$ cat src/rtl/change_dispenser.sv
// Payout back-end for the vending machine: queues sale events and drives the product motor and
// the 5/10-unit coin hoppers through req/ack handshakes, tracking hopper inventory and faults.
module change_dispenser #(
    parameter int CNT_W   = 8,
    parameter int TIMEOUT = 16,
    parameter int DEPTH   = 4
) (
    input  logic             clk,
    input  logic             rst,
    input  logic             out,
    input  logic [1:0]       change,
    input  logic             load5,
    input  logic             load10,
    input  logic [CNT_W-1:0] load_cnt,
    output logic             prod_req,
    input  logic             prod_ack,
    output logic             hop5_req,
    output logic             hop10_req,
    input  logic             hop5_ack,
    input  logic             hop10_ack,
    output logic             busy,
    output logic             shortage,
    output logic             fault,
    output logic             overflow,
    output logic [CNT_W-1:0] inv5,
    output logic [CNT_W-1:0] inv10
);

    localparam int PTR_W = $clog2(DEPTH);
    localparam int TMO_W = $clog2(TIMEOUT);
    localparam logic [PTR_W:0]   DEPTH_C  = (PTR_W + 1)'(DEPTH);
    localparam logic [TMO_W-1:0] TMO_LAST = TMO_W'(TIMEOUT - 1);

    typedef enum logic [2:0] {
        S_IDLE = 3'd0,
        S_PROD = 3'd1,
        S_C10  = 3'd2,
        S_C5A  = 3'd3,
        S_C5B  = 3'd4
    } state_t;

    state_t state_reg, state_next;

    // Sale queue: each entry is {out, change}
    logic [2:0]       q_mem [DEPTH];
    logic [PTR_W-1:0] wr_ptr_reg, rd_ptr_reg;
    logic [PTR_W:0]   count_reg, count_next;
    logic             q_empty, q_full, ev_valid, push, pop, ovf_set;
    logic [2:0]       head;

    logic [1:0]       entry_reg, entry_next;
    logic [TMO_W-1:0] tmo_cnt_reg, tmo_cnt_next;
    logic             prod_req_reg, hop5_req_reg, hop10_req_reg;
    logic             prod_req_next, hop5_req_next, hop10_req_next;
    logic             shortage_reg, fault_reg, overflow_reg;
    logic [CNT_W-1:0] inv5_reg, inv10_reg;

    logic             cur_req, cur_ack, ack_hit, tmo_hit;
    logic             dec5, dec10, shortage_set;
    logic [1:0]       code_sel;
    state_t           res_state;
    logic             res_short;

    assign q_empty  = (count_reg == '0);
    assign q_full   = (count_reg == DEPTH_C);
    assign ev_valid = out | (change == 2'b01) | (change == 2'b10);
    assign pop      = (state_reg == S_IDLE) && !q_empty;
    assign push     = ev_valid && (!q_full || pop);
    assign ovf_set  = ev_valid && q_full && !pop;
    assign head     = q_mem[rd_ptr_reg];
    assign count_next = count_reg + (PTR_W + 1)'(push) - (PTR_W + 1)'(pop);

    always_ff @(posedge clk) begin
        if (push) begin
            q_mem[wr_ptr_reg] <= {out, change};
        end
    end

    // Remaining inventory after a possible coin ejection plus a possible refill, clamped at full scale
    function automatic logic [CNT_W-1:0] inv_update(input logic [CNT_W-1:0] cur, input logic dec,
                                                     input logic ld, input logic [CNT_W-1:0] amt);
        logic [CNT_W:0] sum;
        sum = {1'b0, cur} - (CNT_W + 1)'(dec) + (ld ? {1'b0, amt} : '0);
        return sum[CNT_W] ? '1 : sum[CNT_W-1:0];
    endfunction

    always_comb begin
        cur_req = 1'b0;
        cur_ack = 1'b0;
        case (state_reg)
            S_PROD:       begin cur_req = prod_req_reg;  cur_ack = prod_ack;  end
            S_C10:        begin cur_req = hop10_req_reg; cur_ack = hop10_ack; end
            S_C5A, S_C5B: begin cur_req = hop5_req_reg;  cur_ack = hop5_ack;  end
            default:      begin cur_req = 1'b0;          cur_ack = 1'b0;      end
        endcase
    end

    assign ack_hit = cur_req && cur_ack;
    assign tmo_hit = cur_req && !cur_ack && (tmo_cnt_reg == TMO_LAST);

    // Change resolution, shared by the IDLE pop path and the post-product path
    assign code_sel = (state_reg == S_IDLE) ? head[1:0] : entry_reg;

    always_comb begin
        res_state = S_IDLE;
        res_short = 1'b0;
        case (code_sel)
            2'b01: begin
                if (inv5_reg != '0) res_state = S_C5B;
                else                res_short = 1'b1;
            end
            2'b10: begin
                if (inv10_reg != '0)              res_state = S_C10;
                else if (inv5_reg >= CNT_W'(2))   res_state = S_C5A;
                else                              res_short = 1'b1;
            end
            default: begin
                res_state = S_IDLE;
                res_short = 1'b0;
            end
        endcase
    end

    always_ff @(posedge clk) begin
        if (rst) begin
            state_reg     <= S_IDLE;
            wr_ptr_reg    <= '0;
            rd_ptr_reg    <= '0;
            count_reg     <= '0;
            entry_reg     <= '0;
            tmo_cnt_reg   <= '0;
            prod_req_reg  <= 1'b0;
            hop5_req_reg  <= 1'b0;
            hop10_req_reg <= 1'b0;
            shortage_reg  <= 1'b0;
            fault_reg     <= 1'b0;
            overflow_reg  <= 1'b0;
            inv5_reg      <= '0;
            inv10_reg     <= '0;
        end else begin
            state_reg     <= state_next;
            wr_ptr_reg    <= wr_ptr_reg + PTR_W'(push);
            rd_ptr_reg    <= rd_ptr_reg + PTR_W'(pop);
            count_reg     <= count_next;
            entry_reg     <= entry_next;
            tmo_cnt_reg   <= tmo_cnt_next;
            prod_req_reg  <= prod_req_next;
            hop5_req_reg  <= hop5_req_next;
            hop10_req_reg <= hop10_req_next;
            shortage_reg  <= shortage_reg | shortage_set;
            fault_reg     <= fault_reg | tmo_hit;
            overflow_reg  <= overflow_reg | ovf_set;
            inv5_reg      <= inv_update(inv5_reg, dec5, load5, load_cnt);
            inv10_reg     <= inv_update(inv10_reg, dec10, load10, load_cnt);
        end
    end

    always_comb begin
        state_next   = state_reg;
        entry_next   = entry_reg;
        shortage_set = 1'b0;
        case (state_reg)
            S_IDLE: begin
                if (!q_empty) begin
                    entry_next = head[1:0];
                    if (head[2]) begin
                        state_next = S_PROD;
                    end else begin
                        state_next   = res_state;
                        shortage_set = res_short;
                    end
                end
            end
            S_PROD: begin
                if (ack_hit) begin
                    state_next   = res_state;
                    shortage_set = res_short;
                end else if (tmo_hit) begin
                    state_next = S_IDLE;
                end
            end
            S_C5A: begin
                if (ack_hit)      state_next = S_C5B;
                else if (tmo_hit) state_next = S_IDLE;
            end
            S_C10, S_C5B: begin
                if (ack_hit || tmo_hit) state_next = S_IDLE;
            end
            default: state_next = S_IDLE;
        endcase
    end

    // Requests rise one cycle after state entry, so adjacent handshakes always see a low cycle
    always_comb begin
        prod_req_next  = (state_reg == S_PROD) && !ack_hit && !tmo_hit;
        hop10_req_next = (state_reg == S_C10) && !ack_hit && !tmo_hit;
        hop5_req_next  = ((state_reg == S_C5A) || (state_reg == S_C5B)) && !ack_hit && !tmo_hit;
        dec5           = ack_hit && ((state_reg == S_C5A) || (state_reg == S_C5B));
        dec10          = ack_hit && (state_reg == S_C10);
        if ((state_reg == S_IDLE) || ack_hit || tmo_hit) begin
            tmo_cnt_next = '0;
        end else if (cur_req) begin
            tmo_cnt_next = tmo_cnt_reg + 1'b1;
        end else begin
            tmo_cnt_next = tmo_cnt_reg;
        end
    end

    assign prod_req  = prod_req_reg;
    assign hop5_req  = hop5_req_reg;
    assign hop10_req = hop10_req_reg;
    assign busy      = !q_empty || (state_reg != S_IDLE);
    assign shortage  = shortage_reg;
    assign fault     = fault_reg;
    assign overflow  = overflow_reg;
    assign inv5      = inv5_reg;
    assign inv10     = inv10_reg;

endmodule

$ cat config.mk
export PLATFORM = sky130hd
export DESIGN_NAME = change_dispenser
export DESIGN_NICKNAME = d
export VERILOG_FILES = /design/src/rtl/change_dispenser.sv
export SDC_FILE = /design/constraint.sdc
export NUM_CORES = 1
export LEC_CHECK = 0
export ABC_AREA = 1
export CAP_MARGIN = 20
export CORE_ASPECT_RATIO = 1.2
export CORE_MARGIN = 4
export CORE_UTILIZATION = 30
export CTS_BUF_LIST = sky130_fd_sc_hd__clkbuf_4 sky130_fd_sc_hd__clkbuf_8
export CTS_CLUSTER_DIAMETER = 80
export CTS_CLUSTER_SIZE = 16
export DETAILED_ROUTE_END_ITERATION = 10
export GPL_TIMING_DRIVEN = 1
export HOLD_SLACK_MARGIN = 0.12
export PLACE_DENSITY = 0.54
export SETUP_SLACK_MARGIN = 0.2
export SLEW_MARGIN = 15
export SYNTH_ARGS = -nofsm -noshare
export SYNTH_HDL_FRONTEND = slang
export SYNTH_SLANG_ARGS = --single-unit
$ cat constraint.sdc
create_clock -name clk -period 3.26 [get_ports clk]
set_input_delay 0.326 -clock clk [delete_from_list [all_inputs] [get_ports clk]]
set_output_delay 0.326 -clock clk [all_outputs]
set_load 0.005 [all_outputs]
==> flow_summary.ini <==
[route]
drt_first_pass_iters = 4
vias_per_cell = 4.493
drt_first_iter_violations = 65
post_drt_wl_per_cell_um = 11.58
routed_wl_um = 7213
drc = 0
dr_total_vias = 2799
antenna_left = 0

[synth]
synthMuxAreaShare_pct = 0
synth_edf_count = 12
syn_nets = 504
yosysSeqAreaShare_pct = 33.94
yosys.area_share.xor_xnor_pct = 4.167
syn_area_mm2 = 0.003303
yosysWarnings = 0
syn_area_per_cell_um2 = 7.440
synth_ff_type = dfxtp_1
ys_seq_elements = 50
yosysUniqueCellTypes = 36
synth-compound-area-share_pct = 8.977
syn_inst = 444
synth_top_family_by_area = simple AND/OR/NAND/NOR gates
synthArstFlopShare_pct = 0
synth_fa_ha_area_share_pct = 16.59
synth_simple_gate_area_share_pct = 24.39

[cells_and_area]
largest_register_ffs = 12
finish.utilization_pct = 38.26
drive_gt1_share_pct = 8.502
diodes = 0
finalNetCount = 553
area_growth_pct = 22.99
fillers = 1072
final_area_mm2 = 0.004063

[die]
die_x_um = 103.8
rows = 41
die_h_um = 122.9
io_pins = 41
start_util_pct = 31.11
dieArea_mm2 = 0.01276
core_mm2 = 0.01062

[global_route]
antenna_found_initial = 0
grt_first_pass_wirelength_um = 12170
grt_overflow = 0
grt_use_total_pct = 11.59
grt_max_degree = 19
grt_pass1_vias = 2706

[clock_tree]
clock-sinks = 50
root_buffer = clkbuf_8
insertion_delay_ns = 0.31
clkTransAtPathRegs_ns = 0.10
cts_inserted_buffers = 5
cts_hold_buf = 0
cts_max_path_buffers = 2
htree_levels = 2
cts_tree = done

[placement]
place_ws_ns = 0.09938
place_area_mm2 = 0.003865
port_buffers = 40
hpwlAfterDp_um = 5806
place_congestion = 0.8248

[setup_path]
cp-startpoint = state_reg[2]$_SDFFE_PP0P_
rr_startpoint = state_reg[2]$_SDFFE_PP0P_
end_kind = register
required_ns = 3.47
critPathMaxFanout = 8
cp-start-kind = register
critPathKind = register to register
cp.arrival_ns = 2.99

[sta]
layout_setup_ws_ns = 0.4745
worst_hold_slack_ns = 0.4677
hold_viol = 0
period_minus_slack_ns = 2.786
setup-violations-final = 0
tns_ns = 0
fin_crit_sh_pct = 85.45
worst_pin_slew_ns = 0.5415
rsz0062_at_grt = false
skew_ns = 0.01092
fmax_ghz = 0.3590
slew_headroom_pct = 63.86
maxSlewViolCount = 0

[run]
max_cap_viol_count = 0

[worst_hold_path]
worstHoldStart = fault$_SDFF_PP0_
hp-class = register to register

[power]
power.density_mw_per_mm2 = 985.4
vdd_drop_max_uv = 364.2
leakagePower_nw = 1.964

[run_status]
outcome = finished, final reports clean
[worst max-delay path: stages, from the launching register on]
cell      delay, ns
dfxtp_4        0.42
inv_1          0.05
nand2_1        0.10
nand3_1        0.14
nand2_2        0.11
nand2_2        0.07
nor2_2         0.12
ha_1           0.23
inv_1          0.05
ha_1           0.15
inv_1          0.05
fa_2           0.34
nand3b_1       0.18
nand2_1        0.10
nand2_1        0.06
nand3_2        0.12
xnor2_4        0.17
nand3_1        0.10
nand2_1        0.07
inv_1          0.05
[path summary, 6_finish.rpt]
kind	to	slack [ns]	cells after the start
max	inv5[2]$_SDFF_PP0_	0.47	19
min	fault$_SDFF_PP0_	0.47	2
max reg2reg	inv5[2]$_SDFF_PP0_	0.47	19
min reg2reg	fault$_SDFF_PP0_	0.47	2
[synth_stat cells, types with 3 or more instances]
cell type,n,area [um^2]
o21ai_0,12,60.06
nor2_1,24,90.09
nand2_1,101,379.1
edfxtp_1,12,360.4
ha_1,39,488.0
xnor2_1,4,35.03
nand3_1,30,150.1
nand4_1,5,31.28
dfxtp_1,38,760.7
nor3_1,10,50.05
inv_1,96,360.4
clkbuf_1,4,15.01
xor2_1,8,70.07
a21oi_1,32,160.2
fa_1,3,60.06
[per-layer routing]
layer	vias up	GRT usage, %	routed length [um]
met1	1248	14.74	3487
met4	0	2.244	42
met2	41	20.54	3449
met3	4	2.507	233
li1	1506	-	-
met5	-	0	0
[cells in the final DEF (no fill, tap or decap), types with 2 or more instances in the layout]
cell             instances
a32o_1                   2
nor3_1                  10
a21oi_1                 32
xnor2_1                  4
nor2_4                   2
nand3_1                 28
dfxtp_1                 35
fa_2                     2
clkbuf_8                 5
inv_1                   96
or2_2                    2
nor2_1                  21
xor2_1                   8
nand2_2                  3
nor2_2                   2
inv_6                    3
o21ai_0                 12
clkdlybuf4s50_1         40
nand3_2                  3
nand2_1                 99
edfxtp_1                12
dfxtp_4                  3
xnor2_4                  2
nand4_1                  5
nand3b_1                 2
buf_4                    7
ha_1                    39
[stage by stage]
step                      instances  total power [mW]
after global routing            623             4.470
final                           623             4.003
after global placement          611             3.462
after CTS                       619             3.910
after floorplan                 444             2.773
after detailed placement        611             3.485
[layout make-up]
type                       count  area [um^2]  area share [%]
clock buffer                   5        68.82           1.694
clock inverter                 3        26.28          0.6468
inverter                      97        364.1           8.962
multi-input combinational    291         1852           45.58
sequential                    50         1132           27.87
tap                          129        161.4           3.973
timing repair buffer          48        457.9           11.27
[what timing repair did]
| action | CTS | global route |
|---|---|---|
| pin swaps | 0 | 7 |
| setup buffers | 0 | 4 |
| setup endpoints to repair | 1 | 16 |
| resized for setup | 3 | 17 |
| endpoints found under the hold margin | 0 | 0 |
[power by group]
part / internal [mW] / switching, mW / leakage (nW) / total, mW
registers: 0.831 / 0.133 / 0.428 / 0.964
logic: 1.17 / 1.47 / 1.49 / 2.64
clock network: 0.160 / 0.236 / 0.0495 / 0.396
total: 2.16 / 1.84 / 1.96 / 4.00
[kinds of logic (layout without fill, tap and decap cells)]
kind of cell / Yosys count / after routing
fa+ha+maj: 42 / 42
compound gates: 53 / 53
flops: 50 / 50
buf+inv: 103 / 153
simple gates: 182 / 182
xor+xnor: 14 / 14
No activity file was read; power rests on OpenSTA's default activity.
